<file path="src/rtl/sram_req_arbiter_if.sv">
// Bundle of NPORT sram-like master ports plus the single merged sram-like slave port.
// The arbiter connects through the slave modport; whoever drives the masters and
// models the bridge uses the master modport.
interface sram_req_arbiter_if #(
  parameter int unsigned NPORT  = 2,
  parameter int unsigned ADDR_W = 32,
  parameter int unsigned DATA_W = 32
);
  localparam int unsigned SW = DATA_W / 8;

  logic [NPORT-1:0]        m_req;
  logic [NPORT-1:0]        m_wr;
  logic [2*NPORT-1:0]      m_size;
  logic [SW*NPORT-1:0]     m_wstrb;
  logic [ADDR_W*NPORT-1:0] m_addr;
  logic [DATA_W*NPORT-1:0] m_wdata;
  logic [NPORT-1:0]        m_addr_ok;
  logic [NPORT-1:0]        m_data_ok;
  logic [DATA_W-1:0]       m_rdata;

  logic                    s_req;
  logic                    s_wr;
  logic [1:0]              s_size;
  logic [SW-1:0]           s_wstrb;
  logic [ADDR_W-1:0]       s_addr;
  logic [DATA_W-1:0]       s_wdata;
  logic                    s_addr_ok;
  logic                    s_data_ok;
  logic [DATA_W-1:0]       s_rdata;

  modport slave (
    input  m_req, m_wr, m_size, m_wstrb, m_addr, m_wdata,
    output m_addr_ok, m_data_ok, m_rdata,
    output s_req, s_wr, s_size, s_wstrb, s_addr, s_wdata,
    input  s_addr_ok, s_data_ok, s_rdata
  );

  modport master (
    output m_req, m_wr, m_size, m_wstrb, m_addr, m_wdata,
    input  m_addr_ok, m_data_ok, m_rdata,
    input  s_req, s_wr, s_size, s_wstrb, s_addr, s_wdata,
    output s_addr_ok, s_data_ok, s_rdata
  );
endinterface

</file>
<file path="src/rtl/sram_req_arbiter.sv">
// Merges NPORT sram-like masters onto one sram-like slave port. The grant is
// round-robin or fixed-priority, and an in-order ID FIFO routes each response
// back to the master that issued the request.
module sram_req_arbiter #(
  parameter int unsigned NPORT     = 2,
  parameter int unsigned ADDR_W    = 32,
  parameter int unsigned DATA_W    = 32,
  parameter int unsigned MAX_OUT   = 4,
  parameter int unsigned PRIO_MODE = 0
) (
  input  logic                clk,
  input  logic                resetn,
  sram_req_arbiter_if.slave   bus,
  output logic                proto_err
);
  localparam int unsigned IDW = (NPORT > 1) ? $clog2(NPORT) : 1;
  localparam int unsigned NW  = IDW + 1;
  localparam int unsigned PW  = $clog2(MAX_OUT);
  localparam int unsigned CW  = PW + 1;

  typedef enum logic {ST_OPEN, ST_LOCK} state_e;

  state_e          state_q, state_d;
  logic [IDW-1:0]  lock_id_q, lock_id_d;
  logic [IDW-1:0]  rr_ptr_q, rr_ptr_d;
  logic [PW-1:0]   wptr_q, wptr_d, rptr_q, rptr_d;
  logic [CW-1:0]   count_q, count_d;
  logic            proto_err_d;
  logic [IDW-1:0]  id_fifo [MAX_OUT];

  logic            grant_any;
  logic [IDW-1:0]  grant_id;
  logic [IDW-1:0]  sel_id;
  logic            sel_valid;
  logic            full;
  logic            s_req_c;
  logic            hs;
  logic            pop;
  logic [IDW-1:0]  head_id;
  logic [2*NPORT-1:0] req_rot;
  logic [NW-1:0]   rr_sum;
  logic [IDW-1:0]  rr_pos;

  // State register: lock, round-robin pointer, FIFO pointers, sticky error.
  always_ff @(posedge clk or negedge resetn) begin
    if (!resetn) begin
      state_q   <= ST_OPEN;
      lock_id_q <= '0;
      rr_ptr_q  <= '0;
      wptr_q    <= '0;
      rptr_q    <= '0;
      count_q   <= '0;
      proto_err <= 1'b0;
    end else begin
      state_q   <= state_d;
      lock_id_q <= lock_id_d;
      rr_ptr_q  <= rr_ptr_d;
      wptr_q    <= wptr_d;
      rptr_q    <= rptr_d;
      count_q   <= count_d;
      proto_err <= proto_err_d;
    end
  end

  // ID storage needs no reset: count_q alone marks which entries are valid.
  always_ff @(posedge clk) begin
    if (hs) id_fifo[wptr_q] <= sel_id;
  end

  // Next state: hold the grant while the slave stalls, track outstanding IDs.
  always_comb begin
    state_d     = state_q;
    lock_id_d   = lock_id_q;
    rr_ptr_d    = rr_ptr_q;
    wptr_d      = wptr_q;
    rptr_d      = rptr_q;
    count_d     = count_q;
    proto_err_d = proto_err;
    case (state_q)
      ST_OPEN: if (s_req_c && !bus.s_addr_ok) begin
        state_d   = ST_LOCK;
        lock_id_d = grant_id;
      end
      ST_LOCK: if (hs) state_d = ST_OPEN;
      default: state_d = ST_OPEN;
    endcase
    if (hs) begin
      rr_ptr_d = (sel_id == IDW'(NPORT - 1)) ? '0 : sel_id + IDW'(1);
      wptr_d   = wptr_q + PW'(1);
    end
    if (pop) rptr_d = rptr_q + PW'(1);
    case ({hs, pop})
      2'b10:   count_d = count_q + CW'(1);
      2'b01:   count_d = count_q - CW'(1);
      default: count_d = count_q;
    endcase
    if (bus.s_data_ok && (count_q == '0)) proto_err_d = 1'b1;
  end

  // Outputs: grant selection, slave field mux, accept and response routing.
  always_comb begin
    grant_any = |bus.m_req;
    grant_id  = '0;
    req_rot   = '0;
    rr_pos    = '0;
    rr_sum    = '0;
    if (PRIO_MODE == 1) begin
      for (int i = NPORT - 1; i >= 0; i--)
        if (bus.m_req[i]) grant_id = IDW'(i);
    end else begin
      req_rot = {bus.m_req, bus.m_req} >> rr_ptr_q;
      for (int i = NPORT - 1; i >= 0; i--)
        if (req_rot[i]) rr_pos = IDW'(i);
      rr_sum = NW'(rr_ptr_q) + NW'(rr_pos);
      if (rr_sum >= NW'(NPORT)) rr_sum = rr_sum - NW'(NPORT);
      grant_id = IDW'(rr_sum);
    end

    full      = (count_q == CW'(MAX_OUT));
    sel_id    = (state_q == ST_LOCK) ? lock_id_q : grant_id;
    sel_valid = (state_q == ST_LOCK) || grant_any;
    s_req_c   = ((state_q == ST_LOCK) ? bus.m_req[lock_id_q] : grant_any) & ~full;
    hs        = s_req_c & bus.s_addr_ok;
    pop       = bus.s_data_ok & (count_q != '0);
    head_id   = id_fifo[rptr_q];

    bus.s_req   = s_req_c;
    bus.s_wr    = 1'b0;
    bus.s_size  = '0;
    bus.s_wstrb = '0;
    bus.s_addr  = '0;
    bus.s_wdata = '0;
    bus.m_addr_ok = '0;
    bus.m_data_ok = '0;
    for (int i = 0; i < NPORT; i++) begin
      if (sel_valid && (sel_id == IDW'(i))) begin
        bus.s_wr    = bus.m_wr[i];
        bus.s_size  = bus.m_size[2*i +: 2];
        bus.s_wstrb = bus.m_wstrb[(DATA_W/8)*i +: (DATA_W/8)];
        bus.s_addr  = bus.m_addr[ADDR_W*i +: ADDR_W];
        bus.s_wdata = bus.m_wdata[DATA_W*i +: DATA_W];
      end
      if (hs && (sel_id == IDW'(i)))   bus.m_addr_ok[i] = 1'b1;
      if (pop && (head_id == IDW'(i))) bus.m_data_ok[i] = 1'b1;
    end
    bus.m_rdata = bus.s_rdata;
  end
endmodule

</file>
<file path="src/flat_wrapper.sv">
// flat-port wrapper written by rule: the top's interface ports become plain ports
module sram_req_arbiter_flat 
#(
  parameter int unsigned NPORT     = 2,
  parameter int unsigned ADDR_W    = 32,
  parameter int unsigned DATA_W    = 32,
  parameter int unsigned MAX_OUT   = 4,
  parameter int unsigned PRIO_MODE = 0
)
  (clk, resetn, proto_err, bus_m_req, bus_m_wr, bus_m_size, bus_m_wstrb, bus_m_addr, bus_m_wdata, bus_m_addr_ok, bus_m_data_ok, bus_m_rdata, bus_s_req, bus_s_wr, bus_s_size, bus_s_wstrb, bus_s_addr, bus_s_wdata, bus_s_addr_ok, bus_s_data_ok, bus_s_rdata);
  sram_req_arbiter_if #(.NPORT(NPORT), .ADDR_W(ADDR_W), .DATA_W(DATA_W)) bus_i ();
  input  logic clk;
  input  logic resetn;
  output logic proto_err;
  input wire logic [$bits(bus_i.m_req)-1:0] bus_m_req;
  input wire logic [$bits(bus_i.m_wr)-1:0] bus_m_wr;
  input wire logic [$bits(bus_i.m_size)-1:0] bus_m_size;
  input wire logic [$bits(bus_i.m_wstrb)-1:0] bus_m_wstrb;
  input wire logic [$bits(bus_i.m_addr)-1:0] bus_m_addr;
  input wire logic [$bits(bus_i.m_wdata)-1:0] bus_m_wdata;
  output wire logic [$bits(bus_i.m_addr_ok)-1:0] bus_m_addr_ok;
  output wire logic [$bits(bus_i.m_data_ok)-1:0] bus_m_data_ok;
  output wire logic [$bits(bus_i.m_rdata)-1:0] bus_m_rdata;
  output wire logic [$bits(bus_i.s_req)-1:0] bus_s_req;
  output wire logic [$bits(bus_i.s_wr)-1:0] bus_s_wr;
  output wire logic [$bits(bus_i.s_size)-1:0] bus_s_size;
  output wire logic [$bits(bus_i.s_wstrb)-1:0] bus_s_wstrb;
  output wire logic [$bits(bus_i.s_addr)-1:0] bus_s_addr;
  output wire logic [$bits(bus_i.s_wdata)-1:0] bus_s_wdata;
  input wire logic [$bits(bus_i.s_addr_ok)-1:0] bus_s_addr_ok;
  input wire logic [$bits(bus_i.s_data_ok)-1:0] bus_s_data_ok;
  input wire logic [$bits(bus_i.s_rdata)-1:0] bus_s_rdata;
  assign bus_i.m_req = bus_m_req;
  assign bus_i.m_wr = bus_m_wr;
  assign bus_i.m_size = bus_m_size;
  assign bus_i.m_wstrb = bus_m_wstrb;
  assign bus_i.m_addr = bus_m_addr;
  assign bus_i.m_wdata = bus_m_wdata;
  assign bus_m_addr_ok = bus_i.m_addr_ok;
  assign bus_m_data_ok = bus_i.m_data_ok;
  assign bus_m_rdata = bus_i.m_rdata;
  assign bus_s_req = bus_i.s_req;
  assign bus_s_wr = bus_i.s_wr;
  assign bus_s_size = bus_i.s_size;
  assign bus_s_wstrb = bus_i.s_wstrb;
  assign bus_s_addr = bus_i.s_addr;
  assign bus_s_wdata = bus_i.s_wdata;
  assign bus_i.s_addr_ok = bus_s_addr_ok;
  assign bus_i.s_data_ok = bus_s_data_ok;
  assign bus_i.s_rdata = bus_s_rdata;
  sram_req_arbiter #(.NPORT(NPORT), .ADDR_W(ADDR_W), .DATA_W(DATA_W), .MAX_OUT(MAX_OUT), .PRIO_MODE(PRIO_MODE)) u_core (.clk(clk), .resetn(resetn), .bus(bus_i), .proto_err(proto_err));
endmodule
</file>
<file path="config.mk">
export PLATFORM = sky130hd
export DESIGN_NAME = sram_req_arbiter_flat
export DESIGN_NICKNAME = d
export VERILOG_FILES = /design/src/rtl/sram_req_arbiter_if.sv /design/src/rtl/sram_req_arbiter.sv /design/src/flat_wrapper.sv
export SDC_FILE = /design/constraint.sdc
export NUM_CORES = 1
export LEC_CHECK = 0
export CORE_AREA = 2 2 111 113
export CTS_CLUSTER_DIAMETER = 200
export DETAILED_ROUTE_END_ITERATION = 10
export DIE_AREA = 0 0 113 115
export HOLD_SLACK_MARGIN = 0.12
export PLACE_DENSITY = 0.69
export RECOVER_POWER = 25
export SETUP_SLACK_MARGIN = 0.1
export SLEW_MARGIN = 5
export SYNTH_ARGS = -nofsm -noshare
export SYNTH_HDL_FRONTEND = slang
export SYNTH_SLANG_ARGS = --single-unit
</file>
<file path="constraint.sdc">
create_clock -name clk -period 3.46 [get_ports clk]
set_input_delay 0.519 -clock clk [delete_from_list [all_inputs] [get_ports clk]]
set_output_delay 0.519 -clock clk [all_outputs]
set_load 0.02 [all_outputs]
</file>
After elaboration in Yosys (flattened, before gate mapping)
Memory sizes are Yosys's and may differ from the RTL's. Index checks and enable logic that the tools add are counted.

Add/subtract/negate cells: 7. Order comparisons: 2. Eq/ne operators: 3. Shifts and indexed selects: 1. Muxes and demuxes: 28. Bitwise logic cells: 7. Reductions and logical operators: 15.

Operator list (number): 32-bit two-way mux (4); 1-bit two-way mux (18); 1-bit logical AND (8); 4-bit two-way mux (2); 3-bit one-hot mux with 2 select lines (1); 2-bit by 1-bit adder with 2-bit output (second input constant) (2); 2-bit two-way mux (2); 1-bit inverter (4); 4-bit by 1-bit >> shifter with 2-bit output (1); 3-bit by 1-bit adder with 3-bit output (second input constant) (1); 1-bit AND (3); 3-bit equality test (second input constant) (1); 3-bit zero test (1); 3-bit nonzero test (1); 3-bit by 1-bit subtractor with 3-bit output (second input constant) (1); 1-bit by 1-bit adder with 2-bit output (1); 2-bit by 1-bit equality test with 1-bit output (second input constant) (1); 2-bit equality test (second input constant) (1); 2-bit >= comparator (second input constant) (1); 1-bit by 2-bit < comparator with 1-bit output (second input constant) (1); 1-bit one-hot mux with 2 select lines (1); 2-bit AND reduction (1); 2-bit nonzero test (1); 2-bit OR reduction (1); 4 further kinds (4).

Bits in registers: 11. Memory bits (writable): 4. Output and inout port bits: 109. Word-level logic and storage cells: 71. Memories: 1.

Memories: u_core.id_fifo (words 4, width 1, read ports 1, clocked after memory_dff 0, wr ports 1, line sram_req_arbiter.sv:29) `logic [IDW-1:0] id_fifo [MAX_OUT];`.

Logic depth before layout (Yosys ltp)
Gate-level depths: netlist of run 1.

Word-level depth: 11. Mapped depth: 10.

Least setup slack after synthesis of run 1
No wires, ideal clock.

Path kind: input to register. Start point: input bus_m_req[0]. End point: register u_core.count_q[2]. Library setup time: 0.079 ns. Data arrival time: 1.919 ns. Data required time: 3.381 ns. Setup slack: 1.462 ns. Stages: 10. Buffers on the path: 1. Path through: inv_1 o211ai_2 nand3_2 buf_6 ha_1 inv_1 fa_1 xor2_1 nor2_1 xor2_1.

Longest elaborated chain between the ends: 7. Elaborated cells on any way between the ends: 10. Those cells by class: eq/ne: 2; mux: 4; bitwise: 2; reduce/logical: 2.

RTL lines: start, declared (line flat_wrapper.sv:15) `input wire logic [$bits(bus_i.m_req)-1:0] bus_m_req;`; 1-bit two-way mux (not written as such) (2 in series) (line sram_req_arbiter.sv:122) `s_req_c = ((state_q == ST_LOCK) ? bus.m_req[lock_id_q] : grant_any) & ~full;`; 1-bit two-way mux * (line sram_req_arbiter.sv:122); 1-bit AND * (line sram_req_arbiter.sv:122); 1-bit AND * (line sram_req_arbiter.sv:123) `hs = s_req_c & bus.s_addr_ok;`; 2-bit by 1-bit equality test with 1-bit output / 2-bit equality test (equally long branches) (line sram_req_arbiter.sv:92) `case ({hs, pop})`; 3-bit one-hot mux with 2 select lines / 2-bit nonzero test (equally long branches); end signal, assigned (line sram_req_arbiter.sv:60) `count_q <= count_d;`; end, declared (line sram_req_arbiter.sv:27) `logic [CW-1:0] count_q, count_d;`.

Every way passes the cells marked *; elsewhere a longest branch is shown, timed or not. The select of a mux whose other input is x is not followed. A chain may end at the register's enable or synchronous reset.

Final worst setup path of run 1
Start point: input bus_m_req[0]. End point: output bus_s_wstrb[1].

Longest elaborated chain between the ends: 11. Elaborated cells on any way between the ends: 15. Those cells by class: add/sub: 2; order compare: 1; shift: 1; mux: 6; bitwise: 1; reduce/logical: 4.

RTL lines: 4-bit by 1-bit >> shifter with 2-bit output (line sram_req_arbiter.sv:111) `req_rot = {bus.m_req, bus.m_req} >> rr_ptr_q;`; 1-bit two-way mux (2 in series) (line sram_req_arbiter.sv:113) `if (req_rot[i]) rr_pos = IDW'(i);`; 1-bit by 1-bit adder with 2-bit output (line sram_req_arbiter.sv:114) `rr_sum = NW'(rr_ptr_q) + NW'(rr_pos);`; 2-bit >= comparator / 1-bit subtractor (equally long branches) (line sram_req_arbiter.sv:115) `if (rr_sum >= NW'(NPORT)) rr_sum = rr_sum - NW'(NPORT);`; 1-bit two-way mux (line sram_req_arbiter.sv:115); 1-bit two-way mux (line sram_req_arbiter.sv:120) `sel_id = (state_q == ST_LOCK) ? lock_id_q : grant_id;`; 1-bit inverter (line sram_req_arbiter.sv:136) `if (sel_valid && (sel_id == IDW'(i))) begin`; 1-bit logical AND (line sram_req_arbiter.sv:136); 4-bit two-way mux (line sram_req_arbiter.sv:136); 4-bit two-way mux * (line sram_req_arbiter.sv:136); end, declared (line flat_wrapper.sv:27) `output wire logic [$bits(bus_i.s_wstrb)-1:0] bus_s_wstrb;`.

Every way passes the cells marked *; elsewhere a longest branch is shown, timed or not.

==> metrics.yaml, run 1 <==
layout:
  mostFrequentLayoutCells: "clkdlybuf4s50_1 (219), a22o_1 (70), inv_1 (12), dfrtp_1 (11), nor2_1 (8)"
  layout_commonest_cell: "clkdlybuf4s50_1"
  multiInputGateArea_um2: 1040
  drive_gt1_share_pct: 6.05
  n_antenna_cell: 0
  area_growth_pct: 113
  fin_nets: 567
  final-seq-area_um2: 395
  fillers: 1188
clocking:
  htree_levels: 1
  cts-root-buf: "clkbuf_16"
  clk_pin_slew_worst_paths_ps: 50
  clk_latency_ps: 240
  clk_path_buf_depth: 2
  hold_buffers: 0
  cts_sinks: 15
  cts_tree: "done"
  numCtsBuffers: 3
  post_cts_buffers: 0
  postCtsResizedCells: 0
global_route:
  overflow: 0
  grt_pass1_wl_um: 11600
  grt_pass1_vias: 2231
  grt_max_degree: 48
  grt_antenna_before_repair: 0
  groute.usage.overall_pct: 11.0
routing:
  via_per_inst: 4.17
  dr.pass1.iters: 8
  vias: 2195
  drt-total-wl_um: 8170
  avgRoutedWirePerCell_um: 15.5
  drc: 20
  drtIter0Drc: 59
  ant_nets: 0
place:
  portBuffers: 224
  gp_congestion: 0.757
  hpwl_um: 6830
die:
  die_h_um: 115
  ioPinCount: 289
  die_w_um: 113
  coreArea_um2: 11800
  rows: 40
  die_area_um2: 13000
  initial_core_util_pct: 16.1
timing:
  tightest_slew_ps: 504
  period_share_pct: 91.3
  drv_slew: 0
  setup_viol: 0
  max_freq_mhz: 317
  hold_violations: 0
  layout_min_cycle_time_ps: 3160
  slew_headroom_pct: 66.3
  rsz0062_at_grt: "no"
  finClkSkew_ps: 2.27
  setup_tns_ps: 0
critical_path:
  critPathLaunchType: "input pin"
  critPathMaxStageDelay_ps: 620
  critPathBufInv: 4
  required_ps: 2940
  cp_common_cell: "clkdlybuf4s50_1"
  cpMaxStageDelayCell: "clkdlybuf4s50_1"
  crit_arrival_ps: 2640
  path_cells: "clkdlybuf4s50_1 -> inv_1 -> o21ai_2 -> o21ai_4 -> buf_4 -> a22o_1 -> clkdlybuf4s50_1"
  crit_family: "buffers and inverters"
  cp_max_fo: 28
  setup.worst_path.class: "in2out"
  worstSetupEndpointType: "primary output"
synth:
  yosysTopAreaCellShare_pct: 32.3
  synth_cells: 195
  yosysWarnings: 0
  synth_fp_nets: 381
  ys_seq_area_share_pct: 20.8
  ys_types: 35
  syn_area_per_cell_um2: 9.75
  synth_area_leaders: "a22o_1 (32%), dfrtp_1 (14%), buf_4 (13%), buf_6 (8.9%), edfxtp_1 (6.3%)"
  yosys.area.top_type: "a22o_1"
  synth-seq-cells: 15
  syn_area_um2: 1900
run_status:
  outcome: "complete, but fails checks"
  violations: "design-rule violations"
worst_hold_path:
  hp-class: "reg2reg"
power_and_ir_drop:
  p_per_area_nw_per_um2: 909
  power_leakage_uw: 0.00162
  ir_drop_uv: 404
  power_uw: 3690
run:
  drv_cap: 0
[metal layers]
layer | track usage [%] | up-vias | part of all wire, %
met5 | 0 | - | 0
met3 | 3.64 | 5 | 11
met4 | 1.63 | 0 | 0.47
met2 | 21.2 | 132 | 52
li1 | - | 1067 | -
met1 | 12.0 | 991 | 36
[flip-flops by register name, indices dropped and copies added, names as in the netlist, named ones only]
name	cells
u_core.lock_id_q	1
u_core.rptr_q	2
u_core.rr_ptr_q	1
u_core.id_fifo	4
u_core.wptr_q	2
u_core.count_q	3
u_core.proto_err	1
[per-stage QoR]
| stage | setup WS [ps] | std cells | utilization (%) | hold WS [ps] | cell area (um^2) |
|---|---|---|---|---|---|
| global route | 195 | 527 | 34.4 | 476 | 4060 |
| finish | 302 | 527 | 34.4 | 465 | 4060 |
| CTS | 297 | 527 | 34.4 | 470 | 4060 |
| floorplan | 1460 | 195 | - | 223 | 1900 |
| global placement | 392 | 523 | 33.7 | 443 | 3980 |
| detailed placement | 327 | 523 | 33.7 | 459 | 3980 |
[layout make-up]
class	count	area share, %
Sequential cell	15	9.74
Clock buffer	3	1.85
Inverter	12	1.11
Timing Repair Buffer	229	56.9
Multi-Input combinational cell	120	25.7
Clock inverter	1	0.123
Tap cell	147	4.53
[Yosys cell counts]
| cell | count |
|---|---|
| a22o_1 | 70 |
| buf_4 | 33 |
| buf_6 | 15 |
| inv_1 | 12 |
| dfrtp_1 | 11 |
| nor2_1 | 8 |
| ha_1 | 5 |
| nand2_1 | 5 |
| edfxtp_1 | 4 |
| xnor2_1 | 4 |
| and2_1 | 2 |
| mux2i_1 | 2 |
| xor2_1 | 2 |
| a21o_1 | 1 |
| a21oi_1 | 1 |
| a22o_2 | 1 |
| a31oi_4 | 1 |
| fa_1 | 1 |
| mux2_1 | 1 |
| mux2_2 | 1 |
| mux2i_4 | 1 |
| mux4_2 | 1 |
| nand2_2 | 1 |
| nand2b_1 | 1 |
| nand3_2 | 1 |
| nor2_2 | 1 |
| nor2b_1 | 1 |
| nor3_1 | 1 |
| o211ai_2 | 1 |
| o21a_1 | 1 |
| o21ai_0 | 1 |
| o21ai_1 | 1 |
| o21ai_2 | 1 |
| o21ai_4 | 1 |
| o21bai_1 | 1 |
[logic make-up (layout without fill, tap and decap cells)]
| family | Yosys count | in the layout | synth area share, % |
|---|---|---|---|
| compound gates | 81 | 81 | 37.9 |
| buf+inv | 60 | 245 | 24.3 |
| simple gates | 21 | 21 | 5.33 |
| fa+ha+maj | 6 | 6 | 4.35 |
| mux | 6 | 6 | 4.61 |
| xor+xnor | 6 | 6 | 2.76 |
| flops | 15 | 15 | 20.8 |
[final timing paths]
| check | from | to | slack, ps | cells after the start |
|---|---|---|---|---|
| max in group asynchronous | resetn | u_core.count_q[2]$_DFFE_PN0P_ | 2440 | 1 |
| min in group asynchronous | resetn | u_core.wptr_q[1]$_DFFE_PN0P_ | 680 | 1 |
| setup / recovery | bus_m_req[0] | bus_s_wstrb[1] | 300 | 7 |
| hold / removal | u_core.proto_err$_DFFE_PN0P_ | u_core.proto_err$_DFFE_PN0P_ | 470 | 1 |
| setup reg to reg | register | u_core.count_q[2]$_DFFE_PN0P_ | 1320 | 9 |
| hold reg to reg | u_core.proto_err$_DFFE_PN0P_ | u_core.proto_err$_DFFE_PN0P_ | 470 | 1 |
[power by group]
part,internal [uW],switching (uW)
logic,1560,1540
clock network,154,67.7
registers,270,87.0
Note: power is estimated with default switching activity, not from simulation.
==> inputs of run 2 (changes only) <==
- PLACE_DENSITY: 0.69 -> 0.72
- clock period: 3.46 -> 2.8 ns (I/O delays scaled with it)
==> metrics.yaml, run 2 (synthesis gave the netlist of run 1 again) <==
layout:
  regMostFlops: "u_core.id_fifo"
  fillers: 1153  # -2.9%
  n_antenna_cell: 0  # unchanged
  drive_gt1_share_pct: 14.5  # +8.4 points
  top_regs: "u_core.id_fifo x4, u_core.count_q x3"
  mostFrequentLayoutCells: "clkdlybuf4s50_1 (149), a22o_1 (70), dlygate4sd2_1 (46), buf_4 (20), buf_12 (19)"
  layout_commonest_cell: "clkdlybuf4s50_1"
  utilization_pct: 36.5  # +2.1 points
  largest_register_ffs: 4  # unchanged
  area_growth_pct: 127
  fin_nets: 581  # +2.5%
critical_path:
  critPathLaunchType: "input pin"
  worstSetupEndpointType: "primary output"
  reg2reg_depth: 8  # -1
  crit_arrival_ps: 2180  # -460 ps
  rrSetupSlack_ps: 830  # -490 ps
  setup.worst_path.class: "in2out"
  cp_max_fo: 24  # -14%
  required_ps: 2380  # -560 ps
  worstReg2RegEnd: "u_core.count_q[2]$_DFFE_PN0P_"
clocking:
  clk_latency_ps: 240  # about the same
  htree_levels: 1  # unchanged
  numCtsBuffers: 3  # unchanged
  clk_path_buf_depth: 2  # unchanged
  cts-root-buf: "clkbuf_16"
  cts_sinks: 15  # unchanged
  cts_tree: "done"
  hold_buffers: 0  # unchanged
  clk_pin_slew_worst_paths_ps: 50  # about the same
routing:
  dr.pass1.iters: 8  # unchanged
  vias: 2374  # +8.2%
  drtIter0Drc: 116  # +97%
  drt-total-wl_um: 11200  # +37%
  via_per_inst: 4.39  # +5.4%
  ant_nets: 0  # unchanged
  drc: 20  # unchanged
  avgRoutedWirePerCell_um: 20.7  # +33%
die:
  die_area_um2: 13000  # unchanged
  coreArea_um2: 11800  # unchanged
  ioPinCount: 289  # unchanged
  rows: 40  # unchanged
  die_h_um: 115  # unchanged
  initial_core_util_pct: 16.1  # unchanged
  die_w_um: 113  # unchanged
timing:
  period_share_pct: 93.0
  setup_viol: 0  # unchanged
  setup_slack_ps: 195  # -107 ps
  tightest_slew_ps: 496  # -7.17 ps
  slew_headroom_pct: 66.8  # +0.48 points
  max_freq_mhz: 384
  layout_min_cycle_time_ps: 2600
  finClkSkew_ps: 1.94  # -0.335 ps
  hold_violations: 0  # unchanged
  drv_slew: 0  # unchanged
  rsz0062_at_grt: "no"
place:
  gp_congestion: 0.698  # -7.8%
  portBuffers: 224  # unchanged
  hpwl_um: 9200  # +35%
  pre_cts_slack_ps: -37.9  # -365 ps
power_and_ir_drop:
  ir_drop_uv: 619  # +53%
  power_leakage_uw: 0.00194  # +20%
  p_per_area_nw_per_um2: 1190  # +31%
  p_sw_uw: 2460  # +45%
  internal-power_uw: 2650  # +33%
  combinationalPowerShare_pct: 86.1  # +1.8 points
  netSwitchingFraction_pct: 48.2  # +2.1 points
  sequentialPowerShare_pct: 8.6  # -1.1 points
  power_frac_clock_pct: 5.3  # -0.7 points
worst_hold_path:
  hold_depth: 1  # unchanged
  hp-class: "reg2reg"
  min_from: "u_core.proto_err$_DFFE_PN0P_"
  holdPathEnd: "u_core.proto_err$_DFFE_PN0P_"
global_route:
  overflow: 0  # unchanged
  grt_pass1_vias: 2310  # +3.5%
  grt_antenna_before_repair: 0  # unchanged
  grt_pass1_wl_um: 14300  # +23%
  grt_max_degree: 49  # +2.1%
  groute.usage.overall_pct: 14.9  # +3.8 points
run:
  drv_cap: 0  # unchanged
run_status:
  outcome: "complete, but fails checks"
  violations: "design-rule violations"
[run 2: routing by layer]
layer	vias to the layer above	part of all wire [%]	global-route usage, %
met5	-	0	0
met4	0	0.36	1.38
met3	6	15	9.65
met2	149	43	21.2
met1	1122	42	19.5
li1	1097	-	-
[run 2: critical path, cell delays in order]
cell and delay [ps]:
clkdlybuf4s50_1 520, inv_1 80, o21ai_2 200, o21ai_4 80, buf_4 140, buf_12 150
buf_4 170, a22o_1 240, buf_12 160
[run 2: power groups by stage]
stage	Combinational (uW)	Sequential, uW	Clock (uW)
6_report	4400	439	272
5_1_grt	4680	458	295
4_1_cts	4230	441	280
3_5_place_dp	4470	444	0
3_3_place_gp	4420	439	0
2_1_floorplan	2440	413	0
[run 2: how the worst max path moves through the flow]
stage               cells after the start    startpoint                       endpoint
floorplan                              10  bus_m_req[0]  u_core.count_q[2]$_DFFE_PN0P_
global placement                        7  bus_m_req[1]                 bus_s_addr[29]
detailed placement                      7  bus_m_req[1]                 bus_s_addr[29]
CTS                                     7  bus_m_req[1]                bus_s_wdata[24]
global route                            9  bus_m_req[0]                bus_s_wdata[12]
finish                                  9  bus_m_req[0]                bus_s_wdata[18]
[run 2: timing repair]
action                                  in CTS  in global routing
endpoints found under the setup margin      50                 18
cloned                                       0                  2
buffers inserted                             0                  3
pin swaps                                    0                  1
gates resized for setup                     47                  5
[run 2: layout make-up]
type                            instances  area [um^2]  area share [%]
Inverter                               12         45.0            1.05
Clock buffer                            3         75.1            1.74
Tap cell                              147          184            4.27
Clock inverter                          1         5.00           0.116
Sequential cell                        15          395            9.18
Multi-Input combinational cell        120         1040            24.2
Timing Repair Buffer                  243         2560            59.4
[run 2: metrics by stage]
stage	setup TNS (ps)	total power, uW	hold WS (ps)	instances	cell area (um^2)
CTS	0	4950	467	536	4210
global route	0	5440	480	541	4310
floorplan	0	2850	124	195	1900
global placement	0	4860	443	532	4180
finish	0	5110	458	541	4310
detailed placement	-277	4910	456	532	4180
==> inputs of run 3 (changes only) <==
- TNS_END_PERCENT: unset -> 20
==> metrics.yaml, run 3 (synthesis gave the netlist of run 1 again) <==
critical_path:
  worstReg2RegEnd: "u_core.count_q[2]$_DFFE_PN0P_"
  rrSetupSlack_ps: 820  # about the same
  critPathLaunchType: "input pin"
  worstSetupEndpointType: "primary output"
  cp_max_fo: 48  # +100%
  required_ps: 2380  # about the same
  crit_arrival_ps: 2110  # -70 ps
  reg2reg_depth: 8  # unchanged
  setup.worst_path.class: "in2out"
layout:
  fin_nets: 576  # -0.86%
  drive_gt1_share_pct: 13.4  # -1.1 points
  largest_register_ffs: 4  # unchanged
  layout_commonest_cell: "clkdlybuf4s50_1"
  n_antenna_cell: 0  # unchanged
  regMostFlops: "u_core.id_fifo"
  area_growth_pct: 122
  top_regs: "u_core.id_fifo x4, u_core.count_q x3"
  mostFrequentLayoutCells: "clkdlybuf4s50_1 (149), a22o_1 (70), dlygate4sd2_1 (46), buf_4 (18), buf_12 (18)"
worst_hold_path:
  min_from: "u_core.proto_err$_DFFE_PN0P_"
  hold_depth: 1  # unchanged
  hp-class: "reg2reg"
  holdPathEnd: "u_core.proto_err$_DFFE_PN0P_"
power_and_ir_drop:
  ir_drop_uv: 619  # about the same
  p_sw_uw: 2370  # -3.6%
  p_per_area_nw_per_um2: 1150  # -2.7%
  power_leakage_uw: 0.00190  # -2.2%
  internal-power_uw: 2500  # -5.6%
  sequentialPowerShare_pct: 9.0  # +0.4 points
  combinationalPowerShare_pct: 85.4  # -0.7 points
  power_frac_clock_pct: 5.6  # +0.3 points
  netSwitchingFraction_pct: 48.7  # +0.52 points
die:
  die_w_um: 113  # unchanged
  ioPinCount: 289  # unchanged
  coreArea_um2: 11800  # unchanged
  initial_core_util_pct: 16.1  # unchanged
  rows: 40  # unchanged
  die_h_um: 115  # unchanged
  die_area_um2: 13000  # unchanged
place:
  pre_cts_slack_ps: -37.9  # unchanged
  gp_congestion: 0.698  # unchanged
  portBuffers: 224  # unchanged
  hpwl_um: 9200  # unchanged
global_route:
  grt_pass1_wl_um: 14300  # unchanged
  groute.usage.overall_pct: 14.9  # unchanged
  grt_pass1_vias: 2310  # unchanged
  grt_antenna_before_repair: 0  # unchanged
  overflow: 0  # unchanged
  grt_max_degree: 49  # unchanged
timing:
  tightest_slew_ps: 496  # unchanged
  holdWs_ps: 458  # -0.00600 ps
  slew_headroom_pct: 66.8  # unchanged
  hold_violations: 0  # unchanged
  rsz0062_at_grt: "no"
  setup_slack_ps: 273  # +77.1 ps
  setup_viol: 0  # unchanged
  finClkSkew_ps: 1.91  # -0.0264 ps
  setup_tns_ps: 0  # unchanged
  max_freq_mhz: 396  # +3.1%
  layout_min_cycle_time_ps: 2530  # -77.1 ps
  drv_slew: 0  # unchanged
  period_share_pct: 90.3  # -2.8 points
clocking:
  cts_tree: "done"
  cts-root-buf: "clkbuf_16"
  cts_sinks: 15  # unchanged
  numCtsBuffers: 3  # unchanged
  hold_buffers: 0  # unchanged
  clk_pin_slew_worst_paths_ps: 50  # about the same
  postCtsResizedCells: 47  # unchanged
  htree_levels: 1  # unchanged
  clk_latency_ps: 240  # about the same
  clk_path_buf_depth: 2  # unchanged
  post_cts_buffers: 0  # unchanged
routing:
  vias: 2334  # -1.7%
  drt-total-wl_um: 10700  # -4.3%
  drtIter0Drc: 97  # -16%
  ant_nets: 0  # unchanged
  via_per_inst: 4.35  # -0.77%
  dr.pass1.iters: 7  # -1
  drc: 20  # unchanged
  avgRoutedWirePerCell_um: 20.0  # -3.5%
run:
  drv_cap: 0  # unchanged
run_status:
  violations: "design-rule violations"
  outcome: "complete, but fails checks"
==> run 3: power by group through the flow <==
stage               logic [uW]  clock network (uW)  registers (uW)
floorplan                 2440                   0             413
global placement          4420                   0             439
detailed placement        4470                   0             444
CTS                       4230                 280             441
global route              4450                 295             459
finish                    4160                 272             439
==> run 3: stage by stage <==
step                      utilization (%)  total power (uW)  instance area (um^2)  std cells
after floorplan                         -              2850                  1900        195
after global placement               35.4              4860                  4180        532
after detailed placement             35.4              4910                  4180        532
after CTS                            35.6              4950                  4210        536
after global routing                 35.7              5200                  4220        536
final                                35.7              4870                  4220        536
==> run 3: critical path, cell delays in order <==
cell and delay [ps]:
clkdlybuf4s50_1 520, inv_1 80, o21ai_2 200, o21ai_4 90
buf_12 190, buf_4 190, a22o_1 240, buf_12 160
==> run 3: per-layer routing <==
| layer | routed length [um] | share of wire [%] | track usage [%] |
|---|---|---|---|
| met1 | 4330 | 40 | 19.5 |
| met2 | 4550 | 43 | 21.2 |
| met3 | 1780 | 17 | 9.65 |
| met4 | 40 | 0.37 | 1.38 |
| met5 | 0 | 0 | 0 |
==> run 3: area by class of cell <==
class / instances / area [um^2]
Clock buffer: 3 / 75.1
Clock inverter: 1 / 5.00
Fill cell: 1155 / 7590
Inverter: 12 / 45.0
Multi-Input combinational cell: 120 / 1040
Sequential cell: 15 / 395
Tap cell: 147 / 184
Timing Repair Buffer: 238 / 2470
==> run 3: worst max-delay path by stage <==
stage | start | end | slack, ps | depth (start not counted)
final | bus_m_req[0] | bus_s_wdata[12] | 270 | 8
after global routing | bus_m_req[0] | bus_s_wdata[12] | 160 | 8
after CTS | bus_m_req[1] | bus_s_wdata[24] | 40 | 7
after detailed placement | bus_m_req[1] | bus_s_addr[29] | -40 | 7
after global placement | bus_m_req[1] | bus_s_addr[29] | 7 | 7
after floorplan | bus_m_req[0] | u_core.count_q[2]$_DFFE_PN0P_ | 900 | 10
